<file path="config.mk">
export PLATFORM = sky130hd
export DESIGN_NAME = rr_arb_4ch
export DESIGN_NICKNAME = d
export VERILOG_FILES = /design/src/rtl/rr_arb_4ch.sv
export SDC_FILE = /design/constraint.sdc
export NUM_CORES = 1
export LEC_CHECK = 0
export ABC_AREA = 1
export BUFFER_PORTS_ARGS = -buffer_cell sky130_fd_sc_hd__buf_2
export CORE_AREA = 2 2 60 62
export DETAILED_ROUTE_END_ITERATION = 6
export DIE_AREA = 0 0 62 64
export PLACE_DENSITY = 0.54
export SKIP_CTS_REPAIR_TIMING = 1
export SLEW_MARGIN = 20
export SYNTH_ARGS = -nofsm -noshare
export SYNTH_HDL_FRONTEND = slang
export SYNTH_SLANG_ARGS = --single-unit
</file>
<file path="constraint.sdc">
create_clock -name clk -period 1.9 [get_ports clk]
set_clock_uncertainty 0.1 [all_clocks]
set_input_delay 0.095 -clock clk [delete_from_list [all_inputs] [get_ports clk]]
set_output_delay 0.095 -clock clk [all_outputs]
set_load 0.1 [all_outputs]
</file>
<file path="src/rtl/rr_arb_4ch.sv">
// Four-channel round-robin arbiter with a registered output slot.
// The grant scan starts at ptr, and ptr moves past the winner after each accepted beat.
module rr_arb_4ch #(
  parameter int DW = 4
) (
  input  logic            clk,
  input  logic            rst,
  input  logic [3:0]      in_valid,
  input  logic [4*DW-1:0] in_data,
  output logic [3:0]      in_ready,
  output logic            out_valid,
  output logic [DW-1:0]   out_data,
  output logic [1:0]      out_sel,
  input  logic            out_ready
);

  logic [1:0] ptr;
  logic [1:0] win;
  logic       found;
  logic       load;
  logic       xfer;
  logic [1:0] idx;

  assign load = !out_valid || out_ready;
  assign xfer = load && found && !rst;

  always_comb begin
    win   = 2'd0;
    found = 1'b0;
    idx   = 2'd0;
    for (int k = 0; k < 4; k++) begin
      idx = ptr + 2'(k);
      if (!found && in_valid[idx]) begin
        win   = idx;
        found = 1'b1;
      end
    end
  end

  always_comb begin
    in_ready = 4'b0000;
    if (xfer) in_ready[win] = 1'b1;
  end

  // Output slot and pointer; an idle load edge only clears valid.
  always_ff @(posedge clk) begin
    if (rst) begin
      out_valid <= 1'b0;
      out_data  <= '0;
      out_sel   <= 2'd0;
      ptr       <= 2'd0;
    end else if (load) begin
      if (found) begin
        out_valid <= 1'b1;
        out_data  <= in_data[win*DW +: DW];
        out_sel   <= win;
        ptr       <= win + 2'd1;
      end else begin
        out_valid <= 1'b0;
      end
    end
  end

endmodule

</file>
# Word level (Yosys, flattened, before mapping)
# Index checks and enable logic that the tools add are counted.
# totals
input_bits,23
latch_bits,0
mem_bits_rw,0
mem_count,0
word_cells,48
ff_bits,9
mem_bits_ro,0
out_inout_bits,11
# classes
n_mul,0
mux,20
n_addsub,4
n_bitwise,0
reduce_logical,13
div,0
shifts,1
n_lt_le_gt_ge,6
n_eq_ne,0
# op_table
cell,n
16-bit by 5-bit indexed part select with 4-bit output,1
2-bit by 3-bit < comparator with 1-bit output (second input constant),5
1-bit two-way mux,10
1-bit binary-select mux with 2-bit select,4
2-bit two-way mux,4
1-bit logical AND,6
1-bit logical NOT,5
2-bit by 1-bit adder with 2-bit output (second input constant),2
2-bit adder (second input constant),2
4-bit two-way mux,1
1-bit demux with 2-bit select,1
2-bit by 1-bit greater-or-equal comparator with 1-bit output (second input constant),1
2-bit AND reduction,1
1-bit logical OR,1

# Longest topological paths before layout
# depth
word_depth,17
ltp_mapped,15
depth_no_buf,14

# Least setup slack after synthesis
# Ideal clock, no wire load.
# synth_timing
kind,register -> output
start,reg ptr[0]
end,out in_ready[1]
path_stages_with_launch,13
n_path_buf,3
t_arrival_ps,3305
required_time_ps,1705
setup_slack_ps,-1600
cell_sequence,dfxtp_1 -> buf_6 -> buf_8 -> nand2_2 -> nand2_2 -> nand2_2 -> nand2_2 -> nor2_4 -> nand3_1 -> nand2_1 -> nand2_2 -> buf_6 -> nor3_1
# synth_via
elab_chain_len,17
word_cells_on_any_way,33
classes_between,3 x add/sub; 2 x order compare; 19 x mux; 9 x reduce/logical
# synth_lines
item,line,rtl
"start, declared",17,logic [1:0] ptr;
"start signal, assigned",57,ptr <= win + 2'd1;
"parallel branches: the longest is 16 deep, another holds 2-bit by 3-bit < comparator with 1-bit output",n/a,
4-bit two-way mux (*),42,if (xfer) in_ready[win] = 1'b1;
"end, declared",10,"output logic [3:0] in_ready,"
# Every way passes the cells marked *. The select of a mux whose other input is x is not followed.

# Worst setup path in the final report
# layout_timing
start,reg ptr[0]
end,out in_ready[0]
# Same word-level chain as after synthesis.

==> Flow_metrics.wiki <==
{| class="wikitable"
! Metric !! Value
|-
| DRC violations left || 0
|-
| Number of nets in the final layout || 231
|-
| Hold_sp || in_data[12]
|-
| R2R cell count || 15
|-
| Number of nets still failing antenna checks after routing || 0
|-
| PortBufs || 33
|-
| Final worst setup slack || -0.324 ns
|-
| Clock sink count || 9
|-
| Via count of the routed design || 1166
|-
| Via density per instance || 4.61
|-
| Die Area || 3970 sq um
|-
| Endpoint class of the critical path || output port
|-
| Violations in the final reports || negative setup slack
|-
| CTS tree || built
|-
| Hold path endpoint || out_data[0]
|-
| Ratio of cells with drive above 1 in the final layout || 56.5%
|-
| Final number of max-transition violations || 0
|-
| Rel. slew slack || 67.5%
|-
| Row count || 21
|-
| Width of the die || 62 microns
|-
| Mean Syn Cell Area || 6.13 sq um
|-
| Post-Synthesis Cell Area || 926 sq um
|-
| Total CTS buffers || 3
|-
| Total of max-cap violations || 0
|-
| Leftover overflow at the end of global routing || 0
|-
| Antenna violations before repair || 0
|-
| Data arrival at the endpoint of the critical path || 2.03 ns
|-
| CTS root buf || clkbuf_4
|-
| Critical path type || flop to output port
|-
| Clock edge transition at the registers on the reported setup and hold paths || 0.06 ns
|-
| Mapped Cells || 151
|-
| Synthesis-stage register bit count || 9
|-
| Cells on Worst Hold Path || 5
|-
| Core footprint || 3280 sq um
|-
| Hold Violations, Final || 0
|-
| DRC marker count from the first detailed-route iteration || 16
|-
| Number of top-level pins || 34
|-
| Worst Path Required || 1.70 ns
|-
| Overall fraction of global-route tracks in use || 12.6%
|-
| Reg2Reg Capture Point || out_data[1]
|-
| Post-detailed-placement half-perimeter wirelength || 2000 microns
|-
| Setup repair after global routing missed its margin || yes
|-
| Final critical delay including setup and external delays || 2.22 ns
|-
| Biggest area consumer among synthesized cells || dfxtp_1
|-
| Total wire length after detailed routing || 2840 microns
|-
| Wire length of the first global-routing pass || 3970 microns
|-
| Post-Synthesis Net Count || 174
|-
| Routed wirelength normalized by instance count || 11.2 microns
|-
| Netlist cell types || 22
|-
| Worst Tran Pin Value || 0.491 ns
|-
| Fin crit share || 117%
|-
| Outcome || finished, violations left
|-
| Sequential area share after synthesis || 19.5%
|-
| Critical R2R Launch || ptr[0]
|-
| Crit start category || flop
|-
| Pre-CTS setup slack || -0.0156 ns
|-
| Clock latency reported for the late side of the worst-skew pair || 0.25 ns
|-
| Largest cells by area after synthesis || dfxtp_1 (19%), nand2_1 (18%), nand3_1 (12%)
|-
| Detailed-router iteration count before antenna repair || 4
|-
| Starting density of the core || 28.2%
|-
| H-Tree Depth || 1
|-
| Share of Yosys cell area claimed by the top area cell type || 19.5%
|-
| Layout overhead on the synthesized area || 77.0%
|-
| YS warnings || 0
|-
| Final count of negative-setup-slack endpoints || 11
|-
| Worst-path maximum fanout || 10
|-
| N_diodes || 0
|-
| Vertical extent of the die || 64 microns
|-
| Top achievable clock speed || 0.450 GHz
|-
| Number of global-route vias before repair || 952
|-
| RePlAce Congestion || 0.823
|-
| Hold crit path type || input pin to flop
|-
| Buffers from clock root to sink, at most || 2
|-
| Setup slack of the worst register-to-register path || -0.15 ns
|-
| Maximum number of pins on one net before global-route repair || 15
|}
[layout by cell type (no fill, tap or decap), types with 3 or more instances in the layout]
master,n
nand2_2,15
buf_2,29
nand2_8,3
o21ai_1,6
nor3_4,3
buf_4,20
nand2_1,26
nor2_4,4
a21oi_1,6
nor2_1,9
nand3_1,20
nand3_2,5
nand2_4,15
inv_1,11
dfxtp_1,7
clkbuf_4,3
buf_12,5
[Yosys cell counts]
cell type and instances:
nand2_1 45, nand3_1 23, nand2_2 12, inv_1 11, nor2_1 10, dfxtp_1 9
a21oi_1 6, o21ai_1 6, buf_6 4, nand3_2 4, inv_2 3, nor2_4 3
nor3_1 3, nand2_4 2, nand4_1 2, o21ai_2 2, buf_8 1, inv_4 1
inv_6 1, nor2_2 1, o21ai_0 1, or2_4 1
[per-stage QoR]
step | util [%] | hold WS (ns) | cell area (sq um) | setup TNS, ns | cells
floorplan | - | 0.0641 | 987 | -0.919 | 151
CTS | 41.7 | -0.0743 | 1370 | -1.19 | 245
detailed placement | 40.9 | 0.193 | 1340 | -0.0391 | 241
global route | 49.9 | 0.0765 | 1640 | -3.02 | 253
finish | 49.9 | 0.0361 | 1640 | -1.92 | 253
global placement | 40.9 | 0.189 | 1340 | -0.0561 | 241
[final cells by class]
cell class / count / area [sq um]
flip-flops and latches: 9 / 185
clock buffers: 4 / 26.3
well taps: 46 / 57.6
repair buffers: 57 / 442
fillers: 304 / 1650
multi-input cells: 121 / 851
inverters: 16 / 77.6
[worst max path at each step]
stage	slack, ns	end	cells after the start	start
final	-0.32	in_ready[0]	12	ptr[0]
after global routing	-0.41	in_ready[0]	12	ptr[0]
after CTS	-0.29	in_ready[1]	12	ptr[0]
after detailed placement	-0.02	out_data[1]	14	ptr[0]
after global placement	-0.02	in_ready[2]	12	ptr[0]
after floorplan	-0.33	in_ready[3]	12	ptr[0]
[state kept, by name, indices dropped and copies added (netlist names)]
signal     flops
out_data       4
ptr            2
out_sel        2
out_valid      1
[logic make-up after synthesis]
family | synth area share (%)
AOI/OAI and AO/OA | 8.92
buffers and inverters | 13.8
and+or+nand+nor | 57.8
DFF | 19.5
[worst max-delay path, cell delays in order, from the launching register on]
cell     delay, ns
dfxtp_4       0.36
buf_12        0.14
inv_12        0.09
nand2_2       0.06
nand3_2       0.09
nand2_4       0.09
buf_4         0.14
a21oi_1       0.12
nand2_1       0.11
nand2_4       0.13
nand2_1       0.11
nor2_4        0.14
buf_12        0.18
[metal layers]
| metal | up-vias | part of all wire, % | track usage [%] |
|---|---|---|---|
| met2 | 21 | 53 | 20.2 |
| met1 | 536 | 44 | 18.1 |
| met4 | 0 | 0.49 | 3.19 |
| met5 | - | 0 | 0 |
| li1 | 605 | - | - |
| met3 | 4 | 2.4 | 0.607 |
Power is not shown: default switching activity piles up to over one toggle a cycle in this logic, so the estimate is an artifact.
